File: src/rtl/spectrum_pkg.sv
// spectrum_pkg: shared types and helpers for the spectrum peak-hold block.
// Holds the log-magnitude word type, the peak-hold FSM state encoding and
// a saturating subtractor used by the decay path.
package spectrum_pkg;

  localparam int LOG_W = 8;

  typedef logic [LOG_W-1:0] log_t;

  typedef enum logic {
    PH_CLEAR = 1'b0,
    PH_RUN   = 1'b1
  } peak_state_t;

  // a - b, clamped at zero instead of wrapping
  function automatic log_t sat_sub(input log_t a, input log_t b);
    log_t res;
    if (a > b) begin
      res = a - b;
    end else begin
      res = {LOG_W{1'b0}};
    end
    return res;
  endfunction

endpackage

File: src/rtl/spectrum_peak_hold_ram.sv
// peak_ram: simple dual-port RAM holding one peak value per FFT bin.
// One synchronous read port (1-cycle latency) and one write port, no reset,
// written so synthesis maps it onto block RAM.
module peak_ram
  import spectrum_pkg::*;
#(
  parameter int NUM_BINS = 512,
  parameter int ADDR_W   = $clog2(NUM_BINS)
) (
  input  logic              clk,
  input  logic [ADDR_W-1:0] rd_addr,
  output log_t              rd_data,
  input  logic              wr_en,
  input  logic [ADDR_W-1:0] wr_addr,
  input  log_t              wr_data
);

  log_t mem_r [NUM_BINS];
  log_t rd_data_r;

  assign rd_data = rd_data_r;

  // write port
  always_ff @(posedge clk) begin
    if (wr_en) begin
      mem_r[wr_addr] <= wr_data;
    end
  end

  // registered read port
  always_ff @(posedge clk) begin
    rd_data_r <= mem_r[rd_addr];
  end

endmodule

File: src/rtl/spectrum_peak_hold.sv
// spectrum_peak_hold: per-bin peak hold over a framed log-magnitude stream.
// A CLEAR pass zeroes the peak RAM after reset or on request; in RUN each
// beat is merged with the held value (2-cycle latency) and streamed out.
// Optional decay: define SPECTRUM_PEAK_DECAY_EN to subtract DECAY_STEP from
// held values every DECAY_FRAMES frames; undefined gives pure max-hold.
module spectrum_peak_hold
  import spectrum_pkg::*;
#(
  parameter int          NUM_BINS     = 512,
  parameter int          DECAY_FRAMES = 4,
  parameter logic [7:0]  DECAY_STEP   = 8'd2
) (
  input  logic                        clk,
  input  logic                        rst_n,
  input  logic [7:0]                  log_in,
  input  logic                        log_valid,
  input  logic                        log_last,
  input  logic                        clear,
  output logic                        in_ready,
  output logic [7:0]                  peak_out,
  output logic [$clog2(NUM_BINS)-1:0] peak_bin,
  output logic                        peak_valid,
  output logic                        peak_last,
  output logic                        frame_done,
  output logic                        err_long,
  output logic                        err_short
);

  localparam int BIN_W = $clog2(NUM_BINS);
  localparam logic [BIN_W-1:0] LAST_BIN = BIN_W'(NUM_BINS - 1);
  localparam logic [BIN_W-1:0] BIN_ZERO = {BIN_W{1'b0}};

  peak_state_t      state_r, state_nxt_s;
  logic [BIN_W-1:0] clr_addr_r, bin_cnt_r;
  logic             full_r;
  logic             accept_s, drop_s, first_s, decay_now_s;

  logic             s1_valid_r, s1_last_r, s1_decay_r;
  log_t             s1_log_r;
  logic [BIN_W-1:0] s1_bin_r;

  log_t             rd_data_s, held_s, new_val_s, wr_data_s;
  logic [BIN_W-1:0] wr_addr_s;
  logic             wr_en_s;

  log_t             peak_out_r;
  logic [BIN_W-1:0] peak_bin_r;
  logic             peak_valid_r, peak_last_r, frame_done_r;
  logic             in_ready_r, err_long_r, err_short_r;

  assign in_ready   = in_ready_r;
  assign peak_out   = peak_out_r;
  assign peak_bin   = peak_bin_r;
  assign peak_valid = peak_valid_r;
  assign peak_last  = peak_last_r;
  assign frame_done = frame_done_r;
  assign err_long   = err_long_r;
  assign err_short  = err_short_r;

  peak_ram #(.NUM_BINS(NUM_BINS), .ADDR_W(BIN_W)) u_ram (
    .clk     (clk),
    .rd_addr (bin_cnt_r),
    .rd_data (rd_data_s),
    .wr_en   (wr_en_s),
    .wr_addr (wr_addr_s),
    .wr_data (wr_data_s)
  );

  // next-state: CLEAR runs one full address sweep, a new request restarts it
  always_comb begin
    state_nxt_s = state_r;
    case (state_r)
      PH_CLEAR: begin
        if (!clear && (clr_addr_r == LAST_BIN)) begin
          state_nxt_s = PH_RUN;
        end else begin
          state_nxt_s = PH_CLEAR;
        end
      end
      PH_RUN: begin
        if (clear) begin
          state_nxt_s = PH_CLEAR;
        end else begin
          state_nxt_s = PH_RUN;
        end
      end
      default: state_nxt_s = PH_CLEAR;
    endcase
  end

  // beat qualification: once bin NUM_BINS-1 is consumed, further beats are dropped
  always_comb begin
    accept_s = (state_r == PH_RUN) && log_valid;
    drop_s   = full_r;
    first_s  = (bin_cnt_r == BIN_ZERO) && !full_r;
  end

`ifdef SPECTRUM_PEAK_DECAY_EN
  localparam int FC_W = (DECAY_FRAMES > 1) ? $clog2(DECAY_FRAMES) : 1;
  localparam logic [FC_W-1:0] FC_LAST = FC_W'(DECAY_FRAMES - 1);

  logic [FC_W-1:0] frame_cnt_r;
  logic            decay_flag_r;

  // decay decision is taken at the first beat and held for the whole frame
  always_comb begin
    if (first_s) begin
      decay_now_s = (frame_cnt_r == FC_LAST);
    end else begin
      decay_now_s = decay_flag_r;
    end
  end

  // frame counter (wraps every DECAY_FRAMES frames) and per-frame decay flag
  always_ff @(posedge clk or negedge rst_n) begin
    if (!rst_n) begin
      frame_cnt_r  <= {FC_W{1'b0}};
      decay_flag_r <= 1'b0;
    end else if (state_r == PH_CLEAR) begin
      frame_cnt_r  <= {FC_W{1'b0}};
      decay_flag_r <= 1'b0;
    end else if (accept_s) begin
      if (first_s) begin
        decay_flag_r <= decay_now_s;
      end
      if (log_last) begin
        if (frame_cnt_r == FC_LAST) begin
          frame_cnt_r <= {FC_W{1'b0}};
        end else begin
          frame_cnt_r <= frame_cnt_r + 1'b1;
        end
      end
    end
  end
`else
  // max-hold only; DECAY_FRAMES is kept in the interface but has no effect
  always_comb begin
    decay_now_s = 1'b0 & (DECAY_FRAMES > 0);
  end
`endif

  // merge the held value (optionally decayed) with the incoming beat; CLEAR owns the write port
  always_comb begin
    held_s    = sat_sub(rd_data_s, s1_decay_r ? DECAY_STEP : 8'd0);
    new_val_s = (s1_log_r > held_s) ? s1_log_r : held_s;
    if (state_r == PH_CLEAR) begin
      wr_en_s   = 1'b1;
      wr_addr_s = clr_addr_r;
      wr_data_s = {LOG_W{1'b0}};
    end else begin
      wr_en_s   = s1_valid_r;
      wr_addr_s = s1_bin_r;
      wr_data_s = new_val_s;
    end
  end

  // state register, clear sweep address and registered ready
  always_ff @(posedge clk or negedge rst_n) begin
    if (!rst_n) begin
      state_r    <= PH_CLEAR;
      clr_addr_r <= BIN_ZERO;
      in_ready_r <= 1'b0;
    end else begin
      state_r    <= state_nxt_s;
      in_ready_r <= (state_nxt_s == PH_RUN);
      if ((state_r == PH_CLEAR) && !clear) begin
        clr_addr_r <= clr_addr_r + 1'b1;
      end else begin
        clr_addr_r <= BIN_ZERO;
      end
    end
  end

  // bin counter with saturation at the last bin for over-long frames
  always_ff @(posedge clk or negedge rst_n) begin
    if (!rst_n) begin
      bin_cnt_r <= BIN_ZERO;
      full_r    <= 1'b0;
    end else if (state_r == PH_CLEAR) begin
      bin_cnt_r <= BIN_ZERO;
      full_r    <= 1'b0;
    end else if (accept_s) begin
      if (log_last) begin
        bin_cnt_r <= BIN_ZERO;
        full_r    <= 1'b0;
      end else if (bin_cnt_r == LAST_BIN) begin
        full_r    <= 1'b1;
      end else begin
        bin_cnt_r <= bin_cnt_r + 1'b1;
      end
    end
  end

  // sticky frame-length errors, cleared only by reset
  always_ff @(posedge clk or negedge rst_n) begin
    if (!rst_n) begin
      err_long_r  <= 1'b0;
      err_short_r <= 1'b0;
    end else if (accept_s) begin
      if (drop_s) begin
        err_long_r <= 1'b1;
      end
      if (log_last && (bin_cnt_r != LAST_BIN)) begin
        err_short_r <= 1'b1;
      end
    end
  end

  // stage 1: capture beat context alongside the RAM read
  always_ff @(posedge clk or negedge rst_n) begin
    if (!rst_n) begin
      s1_valid_r <= 1'b0;
      s1_last_r  <= 1'b0;
      s1_decay_r <= 1'b0;
      s1_log_r   <= {LOG_W{1'b0}};
      s1_bin_r   <= BIN_ZERO;
    end else begin
      s1_valid_r <= accept_s && !drop_s;
      if (accept_s && !drop_s) begin
        s1_last_r  <= log_last;
        s1_decay_r <= decay_now_s;
        s1_log_r   <= log_in;
        s1_bin_r   <= bin_cnt_r;
      end
    end
  end

  // stage 2: registered output beat; in-flight beats still emit during CLEAR
  always_ff @(posedge clk or negedge rst_n) begin
    if (!rst_n) begin
      peak_out_r   <= {LOG_W{1'b0}};
      peak_bin_r   <= BIN_ZERO;
      peak_valid_r <= 1'b0;
      peak_last_r  <= 1'b0;
      frame_done_r <= 1'b0;
    end else begin
      peak_valid_r <= s1_valid_r;
      peak_last_r  <= s1_valid_r && s1_last_r;
      frame_done_r <= s1_valid_r && s1_last_r;
      if (s1_valid_r) begin
        peak_out_r <= new_val_s;
        peak_bin_r <= s1_bin_r;
      end
    end
  end

endmodule

File: config.mk
export PLATFORM = sky130hd
export DESIGN_NAME = spectrum_peak_hold
export DESIGN_NICKNAME = d
export VERILOG_FILES = /design/src/rtl/spectrum_pkg.sv /design/src/rtl/spectrum_peak_hold_ram.sv /design/src/rtl/spectrum_peak_hold.sv
export SDC_FILE = /design/constraint.sdc
export NUM_CORES = 2
export LEC_CHECK = 0
export BUFFER_PORTS_ARGS = -buffer_cell sky130_fd_sc_hd__buf_4
export CORE_ASPECT_RATIO = 1.2
export CORE_MARGIN = 2
export CORE_UTILIZATION = 45
export CTS_CLUSTER_SIZE = 12
export DETAILED_ROUTE_END_ITERATION = 8
export HOLD_SLACK_MARGIN = 0.12
export PLACE_DENSITY = 0.56
export SYNTH_ARGS = -nofsm -noshare
export SYNTH_HDL_FRONTEND = slang
export SYNTH_SLANG_ARGS = --single-unit
File: constraint.sdc
create_clock -name clk -period 38.8 [get_ports clk]
set_input_delay 7.76 -clock clk [delete_from_list [all_inputs] [get_ports clk]]
set_output_delay 7.76 -clock clk [all_outputs]
set_load 0.02 [all_outputs]
# Word-level counts from Yosys, hierarchy flattened
# Memory sizes are Yosys's and may differ from the RTL's. A register that Yosys moved wholly into a read port is not among the register bits.
# Index checks and enable logic that the tools add are counted.
# op_classes
n_addsub,2
mul,0
div,0
magnitude_cmp,2
n_eq_ne,6
shifts,0
n_mux,19
bitwise,1
reduce_logical,12
# ops
operator,count
9-bit 2-to-1 mux,6
8-bit 2-to-1 mux,3
"9-bit by 1-bit adder with 9-bit output, second input constant",2
"9-bit equality test, second input constant",2
1-bit 2-to-1 mux,9
"9-bit inequality test, second input constant",1
"8-bit by 1-bit greater-than comparator with 1-bit output, second input constant",1
8-bit greater-than comparator,1
2-bit AND reduction,4
1-bit logical AND,6
"3-bit by 2-bit inequality test with 1-bit output, second input constant",1
"3-bit inequality test, second input constant",1
1-bit logical NOT,2
"2-bit inequality test, second input constant",1
1-bit case mux with 2 select lines,1
1-bit NOT,1
# word_totals
regBits,60
latchBits,0
ramBits,4096
mem_bits_ro,0
in_bits,13
n_memories,1
# mem_list
name,depth,width,rd,rd_ports_with_merged_regs,wr,line,rtl
u_ram.mem_r,512,8,1,1,1,spectrum_peak_hold_ram.sv:18,log_t mem_r [NUM_BINS];

# Logic depth before layout (Yosys ltp)
# logic_depth
word_depth,5
mapped_depth,15
mapped_depth_nobuf,11

# Cells and area by module
# A second synthesis with hierarchy kept.
# unflattened
cells_unflattened,8369
hier_area_um2,163187.8
# by_module_without_submodules
mod,n_inst,cells_each,area_each_um2,seq_area_each_um2
peak_ram,1,8030,159927.1,123158.1
spectrum_peak_hold,1,339,3260.6,1501.4

# Worst setup path after synthesis
# No wires, ideal clock.
# synth_timing
path_kind,reg2reg
from,reg s1_log_r[1]
to,"mem u_ram.mem_r[0][0] in the netlist's numbering, data pin"
setup_ns,2.699
arrival_time_ns,14.164
required_time_ns,36.101
path_slack_ns,21.938
stages_incl_launch_ff,10
n_path_buf,1
cell_sequence,dfrtp_1 -> ha_1 -> nor2b_1 -> o21a_1 -> o21ai_0 -> a21oi_1 -> o22a_1 -> clkbuf_1 -> mux2i_1 -> nor2b_1
# synth_via
elab_chain_len,3
# synth_lines
element,line,rtl
from (decl),spectrum_peak_hold.sv:39,log_t s1_log_r;
from (signal assigned),spectrum_peak_hold.sv:215,s1_log_r <= {LOG_W{1'b0}};
from (signal assigned),spectrum_peak_hold.sv:222,s1_log_r <= log_in;
8-bit greater-than comparator,spectrum_peak_hold.sv:145,new_val_s = (s1_log_r > held_s) ? s1_log_r : held_s;
8-bit 2-to-1 mux,spectrum_peak_hold.sv:145,
8-bit 2-to-1 mux,spectrum_peak_hold.sv:146,if (state_r == PH_CLEAR) begin
named net u_ram.wr_data[0],spectrum_peak_hold_ram.sv:15,input log_t wr_data
to (decl),spectrum_peak_hold_ram.sv:18,
# The timed path passes the listed nets, and every way through them passes these cells.

# Worst setup path after layout
# layout_timing
from,"reg in_ready_r, in the netlist in_ready"
to,out in_ready
# layout_rtl
element,line,rtl
from (decl),spectrum_peak_hold.sv:49,"logic in_ready_r, err_long_r, err_short_r;"
from (signal assigned),spectrum_peak_hold.sv:165,in_ready_r <= (state_nxt_s == PH_RUN);
to (decl),spectrum_peak_hold.sv:19,"output logic in_ready,"
# No word-level cell between the ends.

==> run metrics <==
area growth from synthesis to layout 11.02%; Peak VDD IR 37.33 uV; gr usage total 25.69%; PwrDens 48.14 nW/um2; largest area contributor in the netlist edfxtp_1; hold path depth 1; HPWL after DPL 272.5 mm; RSZ-0062 raised after global routing no; clk sink count 4164; largest net degree at the start of global routing 234; yosys warns 0; post-synth cell types 72; initial antenna violation count 33; ys async rst share 1.441%; max incr delay on CP 950 ps; status finished, final reports clean; syn_area_per_cell 21.00 um2; Core Region 358200 um2; main flop type after synthesis edfxtp_1; Die H 660.5 um; final hold violations 0; Leak 0.04776 uW; latest clock arrival within the worst-skew pair 990 ps; I/O Pins 36; # Max-Cap Violations 0; ranking of synthesized cells by area edfxtp_1 76%, mux4_2 13%, mux2i_1 1.8%, nor2_1 1.4%, dfrtp_1 0.93%; fin cells 12867; synthesis-stage register bit count 4164; CTS tree built; Final Slew Violations 0; Hold WC Path Type flip-flop to flip-flop; Period minus WS final 9982 ps; post_cts resized 0; post-synth top area share 76.11%; CP Cell Sequence buf_4; DRC Markers 0; sequential share of the synthesized area 77.14%; Clock transition at path regs 60 ps; count of flip-flops with a built-in enable after synthesis 4096; worst reg2reg path depth 10; Fill cells 28493; DRT Pass-1 Iters 5; routability cong. 0.8330; Cells after Synth 7694; vias after detailed routing 81052; Hold Buf Count CTS 0; Die Area 364000 um2; total gr overflow 0; # nets final 7886; Max Clk Rate 100.2 MHz; Worst path slowest cell dfrtp_2; num rows 241; global-route wire length before repair 652.8 mm; Post-CTS Setup Bufs 0; Final ANT Viol Nets 0; vias in the first global route 80858; Post-Route WL 469.9 mm; CTS root buf clkbuf_16; final worst-path cycle share 25.73%; commonest non-fill, non-tap cells in the layout 4096 x edfxtp_1, 964 x mux4_2, 597 x nor2_1; CP Depth 1; CTS max path bufs 4; critical path required time 31040 ps; Netlist Area Pre-Place 161600 um2; worst path buffer plus inverter count 1; Starting Density 45.11%; CP startpoint kind flip-flop; most common cell after layout, fill and taps aside edfxtp_1; worst rel slew slack 8.092%; CP Data Arrival Time 2220 ps; Post-Syn Nets 7719; Crit Path Max Fanout 50; cell count after placement 12183; Top delay family on crit path flip-flops; DR vias/cell 6.299; WL/cell 36.52 um; H-tree Lvls 5; Worst Tran Pin Value 1371 ps; Die X-Extent 551.1 um; IO buf count 35; Worst Skew 63.76 ps; endpoints failing setup 0; Setup CP Type flip-flop to output port; Setup crit end kind output port; number of buffers created by CTS 414; post-route setup TNS 0 ps; drt initial violations 10459; layout cells sized above 1 21.98%
## final cells by class
type / instances / area [um2] / area share (%)
Antenna cell: 17 / 42.54 / 0.02371
Clock buffer: 555 / 11190 / 6.237
Clock inverter: 112 / 812.0 / 0.4526
Inverter: 30 / 121.4 / 0.06764
Multi-Input combinational cell: 3025 / 34680 / 19.33
Sequential cell: 4164 / 124700 / 69.49
Tap cell: 4738 / 5928 / 3.304
Timing Repair Buffer: 226 / 1959 / 1.092
## power by group
part | internal [uW] | switching [uW] | leakage (uW)
combinational | 12.0 | 44.7 | 0.00943
sequential | 4870 | 6.72 | 0.0325
clock | 2050 | 1660 | 0.00584
## path summary, 6_finish.rpt
| path | slack (ps) | from | end |
|---|---|---|---|
| max | 28820 | in_ready | in_ready |
| min | 480 | err_short | err_short |
| max reg2reg | 32080 | bin_cnt_r[0] | u_ram.rd_data[4] |
| min reg2reg | 480 | err_short | err_short |
| max in group asynchronous | 31390 | rst_n | bin_cnt_r[2] |
| min in group asynchronous | 6840 | rst_n | clr_addr_r[4] |
## stage by stage
stage / worst slack [ps] / util [%] / power [uW] / hold WS, ps / area [um2]
after global placement: 29660 / 46.72 / 5026 / 456.0 / 167400
final: 28820 / 50.08 / 8637 / 482.6 / 179400
after floorplan: 21940 / - / 4987 / 351.9 / 161600
after detailed placement: 29620 / 46.72 / 5026 / 465.0 / 167400
after global routing: 28750 / 50.08 / 8840 / 494.4 / 179400
after CTS: 28800 / 50.07 / 8676 / 478.6 / 179400
## cells by family (layout without fill, tap and decap cells)
| logic type | count (synthesis) | count (layout) | share of synthesized area [%] |
|---|---|---|---|
| muxes | 1295 | 1295 | 15.52 |
| adders and majority gates | 12 | 12 | 0.09290 |
| AOI/OAI and AO/OA | 655 | 655 | 2.851 |
| other | 0 | 17 | 0 |
| xor gates and xnor gates | 11 | 11 | 0.05961 |
| DFF | 4164 | 4164 | 77.14 |
| buffers and inverters | 505 | 923 | 1.638 |
| and+or+nand+nor | 1052 | 1052 | 2.704 |
## synth_stat cells (all sizes together), types with 7 or more instances
cell and instances:
edfxtp 4096, mux4 964, nor2 602, buf 290, mux2i 287, nand2 267
clkbuf 185, a22oi 133, a21oi 116, o21ai 78, dfrtp 60, a221oi 54
o22ai 53, nand3 47, mux2 44, o221ai 32, a211oi 31, inv 30
nor2b 28, o211ai 21, a22o 20, a31oi 18, nor3 18, nor4 15
and3 14, a311oi 12, ha 12, nand2b 11, or3 11, a211o 10
xnor2 10, dfxtp 8, a2111oi 7, a221o 7, and2 7, nand4 7
o2111ai 7
## sequential cells by signal, summed over array words and instances, names as in the netlist, 8 cells and up
name and cells:
bin_cnt_r 9, clr_addr_r 9, peak_bin 9, peak_out 8, s1_bin_r 9, s1_log_r 8, u_ram.mem_r 4096, u_ram.rd_data 8
## layer usage
layer	track usage (%)	part of all wire, %	vias up
met5	0	0.017	-
met1	34.23	38	44131
met2	42.19	49	3916
li1	-	-	32258
met3	5.178	8.5	735
met4	8.970	3.8	12
Note: power is estimated with default switching activity, not from simulation.
